===== config.mk =====
export PLATFORM = sky130hd
export DESIGN_NAME = arc4_key_search
export DESIGN_NICKNAME = d
export VERILOG_FILES = /design/src/rtl/arc4_pkg.sv /design/src/rtl/arc4_key_search_pt_snoop.sv /design/src/rtl/arc4_key_search.sv
export SDC_FILE = /design/constraint.sdc
export NUM_CORES = 1
export LEC_CHECK = 0
export BUFFER_PORTS_ARGS = -buffer_cell sky130_fd_sc_hd__buf_2
export CORE_UTILIZATION = 53
export CTS_BUF_LIST = sky130_fd_sc_hd__clkbuf_2 sky130_fd_sc_hd__clkbuf_4 sky130_fd_sc_hd__clkbuf_8
export CTS_CLUSTER_SIZE = 20
export DETAILED_ROUTE_END_ITERATION = 8
export PLACE_DENSITY_LB_ADDON = 0.1
export SLEW_MARGIN = 25
export SYNTH_ARGS = -nofsm -noshare
export SYNTH_HDL_FRONTEND = slang
export SYNTH_SLANG_ARGS = --single-unit

===== constraint.sdc =====
create_clock -name clk -period 4.95 [get_ports clk]
set_input_delay 0.99 -clock clk [delete_from_list [all_inputs] [get_ports clk]]
set_output_delay 0.99 -clock clk [all_outputs]
set_load 0.1 [all_outputs]

===== src/rtl/arc4_pkg.sv =====
// Shared types and constants for the arc4 brute-force key search controller.
package arc4_pkg;

  localparam int KEY_W = 24;

  localparam logic [7:0] PRINT_LO_DEFAULT = 8'h20;
  localparam logic [7:0] PRINT_HI_DEFAULT = 8'h7E;

  typedef enum logic [2:0] {
    IDLE,
    CORE_RST,
    WAIT_RDY,
    RUN,
    NEXT,
    FOUND,
    EXHAUSTED
  } search_state_t;

endpackage


===== src/rtl/arc4_key_search_pt_snoop.sv =====
// Printable-byte checker on the core's plaintext write port; the length byte at
// address 0 is exempt. bad_now is combinational so the caller can abort at once.
module pt_snoop
  import arc4_pkg::*;
#(
  parameter logic [7:0] PRINT_LO = PRINT_LO_DEFAULT,
  parameter logic [7:0] PRINT_HI = PRINT_HI_DEFAULT
) (
  input  logic       clk,
  input  logic       rst_n,
  input  logic       clear,
  input  logic       check_en,
  input  logic       pt_wren,
  input  logic [7:0] pt_addr,
  input  logic [7:0] pt_wrdata,
  output logic       bad_now,
  output logic       bad_seen
);

  assign bad_now = check_en && pt_wren && (pt_addr != 8'd0) &&
                   ((pt_wrdata < PRINT_LO) || (pt_wrdata > PRINT_HI));

  always_ff @(posedge clk) begin
    if (!rst_n || clear) begin
      bad_seen <= 1'b0;
    end else if (bad_now) begin
      bad_seen <= 1'b1;
    end
  end

endmodule


===== src/rtl/arc4_key_search.sv =====
// Sequences one arc4 core through candidate keys, rejecting any key whose
// plaintext contains a non-printable byte and accepting the first clean finish.
module arc4_key_search
  import arc4_pkg::*;
#(
  parameter logic [KEY_W-1:0] KEY_START = 24'h000000,
  parameter logic [KEY_W-1:0] KEY_STEP  = 24'h000001,
  parameter logic [KEY_W-1:0] KEY_LAST  = 24'hFFFFFF,
  parameter logic [7:0]       PRINT_LO  = PRINT_LO_DEFAULT,
  parameter logic [7:0]       PRINT_HI  = PRINT_HI_DEFAULT
) (
  input  logic             clk,
  input  logic             rst_n,
  input  logic             en,
  output logic             rdy,
  output logic             key_valid,
  output logic [KEY_W-1:0] key,
  output logic [KEY_W-1:0] attempts,
  output logic             arc4_rst_n,
  output logic             arc4_en,
  input  logic             arc4_rdy,
  output logic [KEY_W-1:0] arc4_key,
  input  logic             pt_wren,
  input  logic [7:0]       pt_addr,
  input  logic [7:0]       pt_wrdata
);

  search_state_t    state;
  logic [KEY_W-1:0] cand;
  logic             started;
  logic             busy_seen;
  logic             bad_now;
  logic             bad_seen;
  logic [KEY_W:0]   next_sum;

  pt_snoop #(
    .PRINT_LO (PRINT_LO),
    .PRINT_HI (PRINT_HI)
  ) u_snoop (
    .clk       (clk),
    .rst_n     (rst_n),
    .clear     (state == CORE_RST),
    .check_en  (state == RUN),
    .pt_wren   (pt_wren),
    .pt_addr   (pt_addr),
    .pt_wrdata (pt_wrdata),
    .bad_now   (bad_now),
    .bad_seen  (bad_seen)
  );

  // One extra bit so stepping past 24'hFFFFFF cannot wrap back into range.
  assign next_sum = {1'b0, cand} + {1'b0, KEY_STEP};

  always_ff @(posedge clk) begin
    if (!rst_n) begin
      state      <= IDLE;
      rdy        <= 1'b1;
      key_valid  <= 1'b0;
      key        <= '0;
      attempts   <= '0;
      arc4_rst_n <= 1'b0;
      arc4_en    <= 1'b0;
      arc4_key   <= KEY_START;
      cand       <= KEY_START;
      started    <= 1'b0;
      busy_seen  <= 1'b0;
    end else begin
      arc4_en <= 1'b0;
      case (state)
        IDLE: begin
          if (en) begin
            rdy        <= 1'b0;
            key_valid  <= 1'b0;
            attempts   <= '0;
            cand       <= KEY_START;
            arc4_rst_n <= 1'b0;
            state      <= CORE_RST;
          end
        end
        CORE_RST: begin
          arc4_rst_n <= 1'b1;
          arc4_key   <= cand;
          attempts   <= attempts + 24'd1;
          started    <= 1'b0;
          busy_seen  <= 1'b0;
          state      <= WAIT_RDY;
        end
        WAIT_RDY: begin
          if (arc4_rdy) begin
            arc4_en <= 1'b1;
            started <= 1'b1;
            state   <= RUN;
          end
        end
        // A stale rdy right after the en pulse must not count as completion.
        RUN: begin
          if (bad_now || bad_seen) begin
            state <= NEXT;
          end else if (arc4_rdy && busy_seen && started) begin
            state <= FOUND;
          end else if (!arc4_rdy) begin
            busy_seen <= 1'b1;
          end
        end
        NEXT: begin
          if (next_sum > {1'b0, KEY_LAST}) begin
            state <= EXHAUSTED;
          end else begin
            cand       <= next_sum[KEY_W-1:0];
            arc4_rst_n <= 1'b0;
            state      <= CORE_RST;
          end
        end
        FOUND: begin
          key       <= cand;
          key_valid <= 1'b1;
          rdy       <= 1'b1;
          state     <= IDLE;
        end
        EXHAUSTED: begin
          key_valid <= 1'b0;
          rdy       <= 1'b1;
          state     <= IDLE;
        end
        default: state <= IDLE;
      endcase
    end
  end

endmodule

# After elaboration in Yosys (flattened, before gate mapping)
# Index checks and enable logic that the tools add are counted.
# Widths: inputs -> output; s select.
dict set report word_totals {
  reg_bits 106
  word_cells 80
  inputBits 21
  output_inout_bits 76
}
dict set report op_classes {
  n_eq_ne 13
  addsub 2
  muxes 22
  reduce_logical 28
  order_cmp 3
}
# operator n
set op_table {}
lappend op_table {{$pmux 24 s2} 2}
lappend op_table {{$mux 24} 2}
lappend op_table {{$add 24x1->25 const B} 1}
lappend op_table {{$gt 25x24->1 const B} 1}
lappend op_table {{$add 24x1->24 const B} 1}
lappend op_table {{$mux 3} 5}
lappend op_table {{$pmux 3 s5} 1}
lappend op_table {{$ne 2x2->1 const B} 6}
lappend op_table {{$reduce_and 2->1} 5}
lappend op_table {{$reduce_bool 2->1} 5}
lappend op_table {{$eq 3x3->1 const B} 3}
lappend op_table {{$reduce_and 3->1} 3}
lappend op_table {{$gt 8x7->1 const B} 1}
lappend op_table {{$lt 8x6->1 const B} 1}
lappend op_table {{$reduce_bool 8->1} 1}
lappend op_table {{$mux 1} 7}
lappend op_table {{$eq 3x2->1 const B} 2}
lappend op_table {{$pmux 1 s2} 3}
lappend op_table {{$pmux 1 s3} 2}
lappend op_table {{$reduce_bool 3->1} 2}
lappend op_table {{$logic_and 1x1->1} 5}
lappend op_table {{$reduce_and 4->1} 1}
lappend op_table {{$eq 3x1->1 const B} 1}
lappend op_table {{$logic_not 3->1} 1}
lappend op_table {{other kinds (4)} 6}

# Depth between registers and ports, before layout
# Gate-level depths: netlist of the first run.
dict set report depth {
  depth_word 7
  depth_mapped 9
}

# Modules after synthesis
# From an unflattened synthesis of the first run, not the netlist that was laid out.
dict set report unflattened {
  cells_unflattened 632
  hier_area_um2 4919.7
}
# module cells_per_inst area_per_inst_um2 instances
set by_module_without_submodules {}
lappend by_module_without_submodules {arc4_key_search 620 4824.6 1}
lappend by_module_without_submodules {pt_snoop 12 95.1 1}

# Least setup slack after synthesis of the first run
# No wires, ideal clock.
dict set report synth_path {
  path_kind {register -> register}
  from {register attempts[0]}
  to {register attempts[22]}
  path_buffers 0
  stages_incl_launch_ff 8
  arrival_ns 2.740
  path_slack_ns 2.140
  synth_period_minus_slack_ns 2.810
  required_ns 4.880
  cell_sequence {dfxtp_1 ha_1 nand2_1 or4_1 nor3_2 nand2_1 or3_1 a21boi_1}
}
dict set report synth_via {
  elab_chain_len 2
}
# element line
set synth_lines {}
lappend synth_lines {{start, declared} arc4_key_search.sv:18} ;# output logic [KEY_W-1:0] attempts,
lappend synth_lines {{start signal, assigned} arc4_key_search.sv:83} ;# attempts <= attempts + 24'd1;
lappend synth_lines {{$add 24x1->24} arc4_key_search.sv:83}
lappend synth_lines {{$pmux 24 s2} arc4_key_search.sv:69} ;# case (state)
# No other way between the ends.
# A chain may end at the register's enable or synchronous reset.

# Worst setup path in the final report of the first run
dict set report layout_path {
  from {register cand[0]}
  to {register cand[0]}
}
dict set report layout_via {
  elab_chain_len 4
  elab_cells_between_ends 6
  classes_between {add/sub (1); order compare (1); eq/ne (1); mux (2); reduce/logical (1)}
}
# element line
set layout_lines {}
lappend layout_lines {{start, declared} arc4_key_search.sv:29} ;# logic [KEY_W-1:0] cand;
lappend layout_lines {{start signal, assigned} arc4_key_search.sv:109} ;# cand <= next_sum[KEY_W-1:0];
lappend layout_lines {{$add 24x1->25 (*)} arc4_key_search.sv:52} ;# assign next_sum = {1'b0, cand} + {1'b0, KEY_STEP};
lappend layout_lines {{$gt 25x24->1} arc4_key_search.sv:106} ;# if (next_sum > {1'b0, KEY_LAST}) begin
lappend layout_lines {{$ne 2x2->1 (no line)} --}
lappend layout_lines {{$reduce_and 3->1 (no line)} --}
# Every way passes the cells marked *; elsewhere a longest branch is shown, timed or not. The select of a mux whose other input is x is not followed.

==> results of run 1 <==
[critical path: cells and delay by family (launching register included)]
family | cells | cell delay [ps]
compound gates | 2 | 330
simple gates | 4 | 1400
fa+ha+maj | 1 | 300
flops | 1 | 640
xor+xnor | 1 | 170
[cell type report]
cell class	instances	area, um2
sequential	106	2120
clock inverter	5	32.5
fill	919	3520
timing repair buffer	99	503
clock buffer	10	131
inverter	5	18.8
tap	129	161
multi-input combinational	510	2880
[registers in the layout, summed over array words and instances, names as in the netlist]
| signal | cells |
|---|---|
| arc4_en | 1 |
| arc4_key | 24 |
| arc4_rst_n | 1 |
| attempts | 24 |
| busy_seen | 1 |
| cand | 24 |
| key | 24 |
| key_valid | 1 |
| rdy | 1 |
| started | 1 |
| state | 3 |
| u_snoop.bad_seen | 1 |
[stage by stage]
stage | power, mW | hold slack (ps)
4_1_cts | 1.49 | 471
2_1_floorplan | 0.984 | 430
3_5_place_dp | 1.02 | 457
6_report | 1.48 | 465
5_1_grt | 1.53 | 489
3_3_place_gp | 1.02 | 449
[cells in the mapped netlist, types with 12 or more instances]
| master | n | area share (%) |
|---|---|---|
| nand2_1 | 150 | 11 |
| and2_1 | 16 | 1.9 |
| nor2_1 | 39 | 2.8 |
| a31oi_1 | 16 | 1.9 |
| a21oi_1 | 23 | 2.2 |
| o21ai_0 | 47 | 4.5 |
| dfxtp_1 | 106 | 41 |
| nor2b_1 | 12 | 1.4 |
| a21boi_0 | 54 | 7.8 |
| nor3_1 | 16 | 1.5 |
| nand3_1 | 22 | 2.1 |
| nor4_1 | 13 | 1.6 |
| clkbuf_1 | 40 | 2.9 |
[cells by family (layout without fill, tap and decap cells)]
family                     count (synthesis)  in the layout  share of synthesized area, %
AOI/OAI and AO/OA                        174            174                          21.7
xor gates and xnor gates                   4              4                         0.671
and+or+nand+nor                          323            323                          30.9
buffers and inverters                     55            119                          4.22
DFF                                      106            106                          40.6
muxes                                      6              6                          1.15
adders and majority gates                  3              3                         0.719
[where the power goes]
group          leakage (nW)  internal [mW]  switching, mW
Clock                0.0776          0.184          0.294
Combinational          1.28         0.0364          0.104
Sequential            0.854          0.857        0.00633
[worst max-delay path by stage]
stage	startpoint	end
final	cand[0]	cand[0]
after global routing	cand[0]	cand[2]
after CTS	cand[0]	cand[0]
after detailed placement	en	attempts[17]
after global placement	en	attempts[7]
after floorplan	attempts[0]	attempts[22]
[layer usage]
layer  track usage (%)  share of wire [%]  vias up  routed length [um]
met5                 0                  0        -                   0
met4              9.25                1.8        0                 234
met3              5.31                6.0       23                 787
met2              43.9                 48      162                6280
met1              32.9                 45     2369                5860
li1                  -                  -     2483                   -
==> results_dict.tcl, run 1 <==
set metrics [dict create \
    start_kind "flop" \
    cts.sinks 106 \
    fin_cells 864 \
    final_util_pct 62.5 \
    status "completed" \
    hold_path_end "arc4_key[5]" \
    mostFrequentLayoutCell "nand2_1" \
    die_y_um 101 \
    max_stage_delay_ps 640 \
    syn2layout_area_growth_pct 12.1 \
    hold_viol 0 \
    worstMarginPinSlew_ps 1030 \
    timing.fmax_ghz 0.339 \
    io_buffers 96 \
    maxSlewHeadroom_pct 31.5 \
    cts_hold_buf 0 \
    finalWirelength_mm 13.2 \
    grt_util_all_layers_pct 26.0 \
    grt_pass1_vias 4507 \
    end_kind "flop" \
    drive_above_1_share_pct 17.6 \
    drv_cap 0 \
    slew_viol_final 0 \
    grt_pass1_wl_mm 21.3 \
    start_util_pct 55.7 \
    synth_edf_count 0 \
    cts_tree "built" \
    cts_resized 0 \
    layout_common_cells "nand2_1, dfxtp_1, buf_2" \
    r2r_start "cand[0]" \
    slowest_stage "dfxtp_1" \
    r2r_cells 8 \
    regToRegSetupSlack_ps 2000 \
    ir_drop_mv 0.129 \
    hp-start "arc4_key[5]" \
    synthesis.area_um2 5220 \
    post-dp-hpwl_mm 8.94 \
    postPlaceCellArea_um2 5690 \
    timing.rr.end "cand[0]" \
    grt_overflow 0 \
    die_x_um 101 \
    route.detailed.drc 0 \
    hold_path_depth 2 \
    worstPathRequired_ps 5230 \
    final.period_utilization_pct 59.7 \
    numCtsBuffers 9 \
    viasPerCell 5.83 \
    placeableCoreArea_um2 9370 \
    wl_per_cell_um 15.2 \
    cts_root_buf "clkbuf_8" \
    htree_levels 3 \
    path_clk_slew_ps 100 \
    rsz0062_at_grt "no" \
    power_density_nw_per_um2 253 \
    row_count 35 \
    cp_cell_sequence "ha_1, nand3_1, nor4_1, xor2_1, o2111ai_1, nor4b_4, o41ai_1, and2_1" \
    syn_nets 695 \
    fin_skew_ps 16.1 \
    globalplace.congestion 0.968 \
    synthDistinctLibCells 58 \
    fin_area_um2 5850 \
    pin_count 97 \
    finalCriticalPeriod_ps 2950 \
    finalWorstSetupSlack_ps 2000 \
    p_leak_nw 2.21 \
    antenna_cells 0 \
    synth_ff_type "dfxtp_1" \
    hold_class "reg -> reg" \
    drt_iter0_drc 351 \
    worst-path-max-fanout 14 \
    ys_warn_count 0 \
    ant_nets 0 \
    dr.pass1.iters 5 \
    setup_violations 0 \
    dp.cells 849 \
    die-area_um2 10300 \
    antenna_found_initial 0 \
    grt_max_degree 57 \
    cts_buffer_depth 2 \
    fin_tns_setup_ps 0 \
    async_flop_share_pct 0 \
    avgSynthCellArea_um2 7.78 \
    postCtsSetupBuffers 0 \
    clkLatencyLatePin_ps 380 \
    synth_cells 671 \
    post-place-ws_ps 1980 \
    synth.ff_latch_count 106 \
    path_class "reg -> reg" \
    vias 5037 \
    yosysSeqAreaShare_pct 40.6 \
    worstPathArrival_ps 3230 \
    nets 755 \
]
No activity file was read; power rests on OpenSTA's default activity.
==> run 2, diff against run 1 <==
--- a/config.mk
+++ b/config.mk
@@ -6,7 +6,7 @@
 export NUM_CORES = 1
 export LEC_CHECK = 0
 export BUFFER_PORTS_ARGS = -buffer_cell sky130_fd_sc_hd__buf_2
-export CORE_UTILIZATION = 53
+export CORE_UTILIZATION = 52
 export CTS_BUF_LIST = sky130_fd_sc_hd__clkbuf_2 sky130_fd_sc_hd__clkbuf_4 sky130_fd_sc_hd__clkbuf_8
 export CTS_CLUSTER_SIZE = 20
 export DETAILED_ROUTE_END_ITERATION = 8
==> constraint.sdc (replaced) <==
create_clock -name clk -period 2.55 [get_ports clk]
set_input_delay 0.51 -clock clk [delete_from_list [all_inputs] [get_ports clk]]
set_output_delay 0.51 -clock clk [all_outputs]
set_load 0.1 [all_outputs]
==> run 2 against run 1 <==
  * Combinational power up 120%
  * Largest power group unchanged
  * Critical endpoint is now cand[2]
  * Non-clock buffer count up 33
  * Sequential power grew 94%
  * Critical path depth shrank 1
  * Highest routed layer unchanged
  * Flip-flop and latch count stayed put
  * Clock skew decreased by 8.6 ps
  * Via count rose by 2.2%
==> results_dict.tcl, run 2 (synthesis gave the netlist of run 1 again) <==
set metrics [dict create \
    fillCellCount 896 \
    rsz0062_at_grt "no" \
    maxSlewHeadroom_pct 40.3 \
    final.period_utilization_pct 95.4 \
    slew_viol_final 0 \
    wl_per_cell_um 15.1 \
    drv_cap 0 \
    drive_above_1_share_pct 23.8 \
    grt_overflow 0 \
    multi_input_area_um2 2910 \
    regToRegSetupSlack_ps 120 \
    path_clk_slew_ps 100 \
    end_kind "flop" \
    placeableCoreArea_um2 9770 \
    finalWirelength_mm 13.6 \
    worstMarginPinSlew_ps 889 \
    holdWs_ps 444 \
    vias 5148 \
    mostFrequentLayoutCell "nand2_1" \
    globalplace.congestion 0.944 \
    hold_class "in -> reg" \
    cts_hold_buf 0 \
    layout_common_cells "nand2_1, buf_2, dfxtp_1" \
    worstPathRequired_ps 2860 \
    row_count 36 \
    grt_util_all_layers_pct 26.7 \
    dr.pass1.iters 5 \
    antenna_cells 0 \
    status "completed" \
    viasPerCell 5.71 \
    io_buffers 96 \
    die-area_um2 10400 \
    clkLatencyLatePin_ps 380 \
    antenna_found_initial 0 \
    finalCriticalPeriod_ps 2430 \
    cts_tree "built" \
    die_x_um 102 \
    cts_root_buf "clkbuf_8" \
    fin_tns_setup_ps 0 \
    htree_levels 3 \
    drt_iter0_drc 296 \
    fin_skew_ps 7.51 \
    power_mw 3.14 \
    nets 788 \
    power_density_nw_per_um2 505 \
    final_util_pct 63.6 \
    route.detailed.drc 0 \
    grt_max_degree 42 \
    setup_violations 0 \
    post-dp-hpwl_mm 9.57 \
    timing.fmax_ghz 0.411 \
    hold_viol 0 \
    fin_area_um2 6220 \
    path_class "reg -> reg" \
    worst-path-max-fanout 11 \
    grt_pass1_vias 4625 \
    final-seq-area_um2 2140 \
    die_y_um 102 \
    numCtsBuffers 9 \
    start_kind "flop" \
    cts.sinks 106 \
    ir_drop_mv 0.333 \
    cts_buffer_depth 2 \
    start_util_pct 53.4 \
    p_leak_nw 2.44 \
    syn2layout_area_growth_pct 19.1 \
    worstPathArrival_ps 2740 \
    pin_count 97 \
    ant_nets 0 \
    postPlaceCellArea_um2 5970 \
    grt_pass1_wl_mm 22.1 \
]
-- run 2: stage by stage --
step	std cells	worst slack, ps
floorplan	671	119
global placement	886	195
detailed placement	886	91.2
CTS	902	84.0
global route	902	7.19
finish	902	116
-- run 2: final timing paths --
check,cells past startpoint,from,to
setup reg to reg,7,cand[3],cand[2]
setup / recovery,7,cand[3],cand[2]
hold reg to reg,2,key[18],key[18]
hold / removal,3,arc4_rdy,arc4_en
-- run 2: per-layer routing --
metal  share of wire [%]  vias to the layer above  global-route usage (%)
met1                  45                     2443                    35.0
met2                  48                      146                    45.2
met4                 1.0                        0                    8.13
met3                 5.4                       11                    4.45
met5                   0                        -                       0
li1                    -                     2548                       -
-- run 2: worst max-delay path: stages, from the launching register on --
cell,delay [ps]
dfxtp_1,520
nand4_1,350
nand2_1,260
a21oi_1,90
o2111ai_1,400
nor4_1,140
or4_1,480
a21boi_1,130
-- run 2: area by class of cell --
cell class              count  share of cell area [%]
well taps                 133                    2.68
repair buffers            132                    12.3
flip-flops and latches    106                    34.4
clock buffers              11                    2.23
multi-input cells         510                    46.8
clock inverters             5                    1.27
inverters                   5                   0.302
-- run 2: power breakdown --
group,switching (mW),internal (mW)
Combinational,0.213,0.0939
Sequential,0.00937,1.66
Clock,0.587,0.575
Total,0.809,2.33
-- run 2: what timing repair did --
action / 4_1_cts / 5_1_grt
resized for setup: 0 / 8
hold endpoints to repair: 0 / 0
buffers inserted: 0 / 0
endpoints found under the setup margin: 0 / 9
